## src/rtl/writeback_regfile_pkg.sv

```systemverilog
// Shared constants and types for the write-back stage and register file.
package writeback_regfile_pkg;
  localparam int DATA_W   = 32;
  localparam int ADDR_W   = 5;
  localparam int NUM_REGS = 2 ** ADDR_W;

  localparam logic [4:0] ZERO_REG   = 5'd0;
  localparam logic       WB_SEL_ALU = 1'b0;
  localparam logic       WB_SEL_MEM = 1'b1;

  // WB-side fields of the MEM/WB pipeline register as seen by this stage.
  typedef struct packed {
    logic [DATA_W-1:0] readData;
    logic [DATA_W-1:0] aluResult;
    logic [ADDR_W-1:0] writeReg;
    logic              regWrite;
    logic              memToReg;
  } memWbT;
endpackage

```

## src/rtl/writeback_regfile_wb_select.sv

```systemverilog
// Write-back value mux: load data or ALU result. Also used by forwarding.
module wb_select
  import writeback_regfile_pkg::*;
#(
  parameter int W = DATA_W
) (
  input  logic         memToReg,
  input  logic [W-1:0] readData,
  input  logic [W-1:0] aluResult,
  output logic [W-1:0] wbData
);
  // An X select falls through to the ALU result rather than propagating X.
  always_comb begin
    wbData = aluResult;
    if (memToReg == WB_SEL_MEM) wbData = readData;
  end
endmodule

```

## src/rtl/writeback_regfile.sv

```systemverilog
// MEM/WB consumer: selects the write-back value, commits it to the 32x32
// register file, serves two ID read ports with write bypass, counts writes.
module writeback_regfile #(
  parameter int DATA_W   = writeback_regfile_pkg::DATA_W,
  parameter int ADDR_W   = writeback_regfile_pkg::ADDR_W,
  parameter int NUM_REGS = 2 ** ADDR_W
) (
  input  logic              clk,
  input  logic              rst,
  input  logic [DATA_W-1:0] readData,
  input  logic [DATA_W-1:0] aluResult,
  input  logic [ADDR_W-1:0] writeReg,
  input  logic              regWrite,
  input  logic              memToReg,
  input  logic [ADDR_W-1:0] readReg1,
  input  logic [ADDR_W-1:0] readReg2,
  output logic [DATA_W-1:0] readData1,
  output logic [DATA_W-1:0] readData2,
  output logic [DATA_W-1:0] wbData,
  output logic [31:0]       writeCount
);
  import writeback_regfile_pkg::*;

  localparam logic [ADDR_W-1:0] ZERO_IDX = ADDR_W'(ZERO_REG);

  logic [DATA_W-1:0] regs [NUM_REGS];
  logic              wrEn;
  logic              commit;

  wb_select #(.W(DATA_W)) uWbSel (
    .memToReg (memToReg),
    .readData (readData),
    .aluResult(aluResult),
    .wbData   (wbData)
  );

  // Explicit ==1'b1 so an X enable is treated as a bubble, never a write.
  assign wrEn   = (regWrite == 1'b1);
  assign commit = wrEn && (writeReg != ZERO_IDX);

  // Register array and retired-write counter; reset wins over a commit.
  always_ff @(posedge clk) begin
    if (rst) begin
      for (int i = 0; i < NUM_REGS; i++) regs[i] <= '0;
      writeCount <= '0;
    end else if (commit) begin
      regs[writeReg] <= wbData;
      writeCount     <= writeCount + 32'd1;
    end
  end

  // Read port 1: zero register, then same-cycle bypass, then storage.
  always_comb begin
    readData1 = regs[readReg1];
    if (readReg1 == ZERO_IDX)                 readData1 = '0;
    else if (wrEn && (writeReg == readReg1))  readData1 = wbData;
  end

  // Read port 2: identical priority to port 1.
  always_comb begin
    readData2 = regs[readReg2];
    if (readReg2 == ZERO_IDX)                 readData2 = '0;
    else if (wrEn && (writeReg == readReg2))  readData2 = wbData;
  end
endmodule

```

## config.mk

```make
export PLATFORM = sky130hd
export DESIGN_NAME = writeback_regfile
export DESIGN_NICKNAME = d
export VERILOG_FILES = /design/src/rtl/writeback_regfile_pkg.sv /design/src/rtl/writeback_regfile_wb_select.sv /design/src/rtl/writeback_regfile.sv
export SDC_FILE = /design/constraint.sdc
export NUM_CORES = 2
export LEC_CHECK = 0
export CAP_MARGIN = 0
export CORE_ASPECT_RATIO = 0.9
export CORE_MARGIN = 4
export CORE_UTILIZATION = 53
export CTS_BUF_LIST = sky130_fd_sc_hd__clkbuf_2
export CTS_CLUSTER_SIZE = 28
export DETAILED_ROUTE_END_ITERATION = 12
export MAX_ROUTING_LAYER = met4
export PLACE_DENSITY = 0.71
export SLEW_MARGIN = 20
export SYNTH_ARGS = -nofsm -noshare
export SYNTH_HDL_FRONTEND = slang
export SYNTH_HIERARCHICAL = 1
export SYNTH_SLANG_ARGS = --single-unit
```

## constraint.sdc

```tcl
create_clock -name clk -period 3.5 [get_ports clk]
set_input_delay 0.7 -clock clk [delete_from_list [all_inputs] [get_ports clk]]
set_output_delay 0.7 -clock clk [all_outputs]
set_load 0.005 [all_outputs]
```

# Yosys cells after proc, flatten, opt, wreduce, memory -nomap -nowiden
# Memory sizes are Yosys's and may differ from the RTL's.
# Index checks and enable logic that the tools add are counted.
[totals]
regBits = 32
latch_bits = 0
mem_bits_rw = 1024
romBits = 0
input_bits = 83
output_inout_bits = 128
word_cells = 25
mem_count = 1
[op_classes]
n_addsub = 1
mul = 0
div = 0
magnitude_cmp = 0
eq_ne = 2
shift = 0
muxes = 13
bitwise_logic = 0
n_reduce_logical = 7
[mem_list]
columns = ["memory", "words", "word_bits", "rd", "rd_clocked_by_memory_dff", "write_ports", "line", "text"]
rows = [
  ["regs", 32, 32, 2, 0, 32, "writeback_regfile.sv:26", "logic [DATA_W-1:0] regs [NUM_REGS];"],
]
[ops]
columns = ["op", "count"]
rows = [
  ["two-way mux 32 bit", 6],
  ["adder 32 x 1 -> 32 bit (second input constant)", 1],
  ["OR reduction 32 bit", 1],
  ["== test 5 bit", 2],
  ["logical NOT 5 bit", 2],
  ["two-way mux 1 bit", 6],
  ["two-way mux 5 bit", 1],
  ["nonzero test 5 bit", 1],
  ["logical AND 1 bit", 3],
]

# Logic depth before layout (Yosys ltp)
[logic_depth]
depth_word = 7
ltp_mapped = 10
mapped_depth_nobuf = 5

# Hierarchy
# The synthesis kept the hierarchy.
[by_module_without_submodules]
columns = ["mod", "n_inst", "cells_each", "area_each_um2", "seq_area_each_um2"]
rows = [
  ["writeback_regfile", 1, 3991, 57301.2, 31390.1],
  ["wb_select", 1, 36, 544.3, 0.0],
]

# Worst setup path after synthesis
# No wires, ideal clock.
[synth_path]
kind = "input-to-reg"
startpoint = "in writeReg[2]"
endpoint = "mem regs[12][0] (enable)"
setup_time_ns = 0.391
arrival_ns = 2.673
required_time_ns = 3.109
setup_slack_ns = 0.437
cell_stages = 8
path_buffers = 3
path_cell_list = "buf_2 or3_1 buf_2 o21ai_4 or3_4 buf_12 nor2_4 or2_1"
[synth_rtl]
columns = ["element", "line", "text"]
rows = [
  ["from (decl)", "writeback_regfile.sv:12", "input logic [ADDR_W-1:0] writeReg,"],
  ["to (decl)", "writeback_regfile.sv:26", ""],
]

==> metrics.txt <==
# TYPE chip_impl_metric gauge
chip_impl_metric{name="timing.critical_path.required",unit="ns"} 2.80
chip_impl_metric{name="average_routed_wire_per_standard_cell",unit="µm"} 35.3
chip_impl_info{name="main_flop_type_after_synthesis",value="edfxtp_1"} 1
chip_impl_info{name="cpMaxStageDelayCell",value="mux4_2"} 1
chip_impl_metric{name="floorplan.die_area",unit="µm²"} 114000
chip_impl_metric{name="via_count",unit=""} 44800
chip_impl_metric{name="grt_pass1_vias",unit=""} 44300
chip_impl_metric{name="clock_pin_slew_on_the_worst_setup_and_hold_paths",unit="ns"} 0.10
chip_impl_metric{name="synthesis.area",unit="µm²"} 57800
chip_impl_info{name="worst_setup_path_end_kind",value="output port"} 1
chip_impl_metric{name="ys_async_sr_fraction",unit="%"} 0
chip_impl_metric{name="maximum_level_of_the_cts_h_tree",unit=""} 5
chip_impl_metric{name="portBuffers",unit=""} 210
chip_impl_info{name="kind_of_critical_path",value="flip-flop to output port"} 1
chip_impl_metric{name="placement.setup.worst_slack",unit="ns"} -0.954
chip_impl_info{name="outcome",value="complete, but fails checks"} 1
chip_impl_metric{name="maxCapViolCount",unit=""} 0
chip_impl_metric{name="p_total",unit="mW"} 28.9
chip_impl_metric{name="drtAntennaViolNets",unit=""} 0
chip_impl_metric{name="post-route-period-util",unit="%"} 121
chip_impl_metric{name="finish.instance_area",unit="µm²"} 70200
chip_impl_metric{name="syn_to_final_growth",unit="%"} 21.4
chip_impl_metric{name="ctsLongestPathBuffers",unit=""} 4
chip_impl_info{name="crit_path_start_kind",value="flip-flop"} 1
chip_impl_metric{name="hold_ws",unit="ns"} -0.0161
chip_impl_metric{name="crit_path_max_incr_delay",unit="ns"} 0.50
chip_impl_info{name="worst_hold_path_class",value="input pin to flip-flop"} 1
chip_impl_metric{name="count_of_routing_violations_after_the_opening_detailed_route_iteration",unit=""} 8566
chip_impl_info{name="layout.cells.most_common_list",value="edfxtp_1 (1,024), and2_1 (999), buf_4 (502)"} 1
chip_impl_metric{name="cts_num_sinks",unit=""} 1056
chip_impl_metric{name="number_of_cts_inserted_buffers",unit=""} 293
chip_impl_metric{name="synth_enable_flop_cells",unit=""} 1024
chip_impl_metric{name="multi_input_area",unit="µm²"} 26100
chip_impl_metric{name="route.detailed.vias_per_inst",unit=""} 6.97
chip_impl_info{name="crit_path_cell_trace",value="mux4_2, mux2i_2, o22ai_2, nor4_2, buf_4, nor3_2, buf_2"} 1
chip_impl_metric{name="proportion_of_layout_cells_with_a_drive_suffix_above_1",unit="%"} 40.2
chip_impl_metric{name="final_net_count",unit=""} 4872
chip_impl_info{name="cell_taking_the_most_area_after_synthesis",value="edfxtp_1"} 1
chip_impl_info{name="rsz_0062_raised_after_global_routing",value="true"} 1
chip_impl_metric{name="count_of_cells_along_the_worst_hold_path",unit=""} 4
chip_impl_metric{name="grt-ovfl-total",unit=""} 0
chip_impl_metric{name="detail_route.drc_violations",unit=""} 0
chip_impl_metric{name="worst_skew_pair.late_latency",unit="ns"} 1.53
chip_impl_info{name="ctsRootBufferMaster",value="clkbuf_2"} 1
chip_impl_metric{name="finalSetupViolations",unit=""} 64
chip_impl_metric{name="max_freq",unit="GHz"} 0.237
chip_impl_metric{name="r2r.worst_path.cells",unit=""} 7
chip_impl_metric{name="power.ir.vdd_worst",unit="µV"} 323
chip_impl_metric{name="number_of_distinct_library_cells_after_synthesis",unit=""} 80
chip_impl_metric{name="grt_max_degree",unit=""} 45
chip_impl_metric{name="top_level_ports",unit=""} 211
chip_impl_metric{name="leakage",unit="nW"} 25.6
chip_impl_metric{name="wl_met1",unit="mm"} 75.2
chip_impl_metric{name="met3_wirelength",unit="mm"} 40.5
chip_impl_metric{name="hold_violations",unit=""} 4
chip_impl_info{name="route.top_layer_used",value="met4"} 1
chip_impl_metric{name="synth_seq_cells",unit=""} 1056
chip_impl_metric{name="p_per_area",unit="nW/µm²"} 411
chip_impl_metric{name="post_place_instance_area",unit="µm²"} 66100
chip_impl_metric{name="track_usage",unit="%"} 40.7
chip_impl_metric{name="start_util",unit="%"} 53.6
chip_impl_metric{name="initial_antenna_violation_count",unit=""} 29
chip_impl_metric{name="regArea",unit="µm²"} 31400
chip_impl_metric{name="worst_slew_pin_slew",unit="ns"} 1.05
chip_impl_metric{name="die_y",unit="µm"} 321
chip_impl_metric{name="synth_top_area_share",unit="%"} 53.2
chip_impl_metric{name="final_period_minus_worst_setup_slack",unit="ns"} 4.23
chip_impl_metric{name="detail_route.first_pass.iterations",unit=""} 8
chip_impl_metric{name="dp.final_hpwl",unit="mm"} 150
chip_impl_metric{name="grt_pass1_wl",unit="mm"} 318
chip_impl_metric{name="final_max_slew_viol_count",unit=""} 0
chip_impl_metric{name="filler_cell_count",unit=""} 7915
chip_impl_metric{name="critical_path.max_fanout",unit=""} 2
chip_impl_metric{name="die_width",unit="µm"} 356
chip_impl_metric{name="met2_length",unit="mm"} 96.3
chip_impl_metric{name="yosys_warning_count",unit=""} 6
chip_impl_info{name="layout_commonest_cell",value="edfxtp_1"} 1
chip_impl_metric{name="rows",unit=""} 114
chip_impl_info{name="violations",value="hold timing, setup timing"} 1
chip_impl_metric{name="routed_wirelength",unit="mm"} 227
chip_impl_metric{name="slew-limit-headroom",unit="%"} 30.0
chip_impl_metric{name="core-area",unit="µm²"} 108000
chip_impl_metric{name="post_synth.cell_area_avg",unit="µm²"} 14.4
chip_impl_metric{name="clock-skew-final",unit="ns"} 0.0345
chip_impl_metric{name="gp_congestion",unit=""} 1.01
chip_impl_metric{name="synthCells",unit=""} 4027
chip_impl_info{name="post_synth_main_area_contributors",value="edfxtp_1 (53%), mux4_2 (16%), and2_1 (11%), mux2i_1 (2.8%), clkbuf_1 (1.6%)"} 1
chip_impl_metric{name="setup_slack",unit="ns"} -0.728
chip_impl_info{name="tritoncts_clock_tree",value="built"} 1
chip_impl_metric{name="seq_area_frac_synth",unit="%"} 54.3
chip_impl_metric{name="cp.arrival",unit="ns"} 3.53
==> cells by family after synthesis <==
logic type,count (synthesis),share of synthesized area [%]
flip-flops,1056,54.3
multiplexers,641,20.6
AO/OA/AOI/OAI,485,5.96
other,1,0.00648
AND/OR/NAND/NOR,1368,14.2
XOR/XNOR,35,0.530
buffers and inverters,440,4.40
adder cells (fa/ha/maj),1,0.0216
==> timing repair <==
action / CTS / global route
buffers inserted: 22 / 4
pin swaps: 222 / 82
hold buffers: 9 / 0
endpoints found under the setup margin: 64 / 72
endpoints found under the hold margin: 89 / 0
gates resized for setup: 557 / 78
==> cells in the mapped netlist, types with 32 or more instances <==
master and n:
dfxtp_1 32, a21oi_1 35, mux4_2 412, nand2_1 48, a22oi_1 102, a221oi_1 64, edfxtp_1 1024, buf_6 45
buf_2 68, or2_2 33, o22ai_1 93, mux2i_1 160, o21ai_0 81, clkbuf_1 243, and2_1 998, nor2_1 111
==> registers in the layout, summed over array words and instances, names as in the netlist <==
register,flops
regs,1024
writeCount,32
==> per-stage QoR <==
stage | hold slack [ns] | util [%] | setup TNS, ns | cells
after floorplan | 0.495 | - | 0 | 4058
after global placement | 0.515 | 61.3 | -29.95 | 5933
after detailed placement | 0.533 | 61.3 | -29.97 | 5933
after CTS | 0.000152 | 64.7 | -37.24 | 6404
after global routing | -0.00549 | 65.1 | -37.01 | 6418
final | -0.0161 | 65.1 | -29.02 | 6431
==> critical path: cells and delay by family, from the launching register on <==
kind,cells,cell delay [ns]
AOI/OAI and AO/OA,1,0.17
buffers and inverters,2,0.29
DFF,1,0.43
muxes,2,0.71
and+or+nand+nor,2,0.30
==> worst paths after layout <==
path                                   start                           to  slack (ns)
setup / recovery   regs[16][6]$_SDFFCE_PN0P_                 readData1[6]       -0.73
hold / removal                      memToReg    regs[29][0]$_SDFFCE_PN0P_       -0.02
setup reg to reg  writeCount[8]$_SDFFE_PP0P_  writeCount[29]$_SDFFE_PP0P_        1.52
hold reg to reg   writeCount[5]$_SDFFE_PP0P_   writeCount[5]$_SDFFE_PP0P_        0.55
==> area by class of cell <==
| type | count | area share, % |
|---|---|---|
| Sequential cell | 1056 | 44.7 |
| Multi-Input combinational cell | 2562 | 37.1 |
| Timing Repair Buffer | 857 | 12.0 |
| Clock buffer | 404 | 2.88 |
| Tap cell | 1450 | 2.58 |
| Clock inverter | 55 | 0.460 |
| Antenna cell | 29 | 0.103 |
| Inverter | 18 | 0.0962 |
==> layer usage <==
metal	vias to the layer above	GRT usage (%)
li1	17200	-
met1	22000	51.8
met2	4543	56.0
met3	1068	15.5
met4	0	22.7
met5	-	-
==> report_power, final <==
group	switching, mW	leakage, nW	internal, mW	total (mW)
Sequential	0.357	10.0	14.5	14.9
Clock	5.24	1.84	3.34	8.58
Combinational	3.02	13.8	2.38	5.41
Total	8.62	25.6	20.2	28.9
No activity file was read; power rests on OpenSTA's default activity.
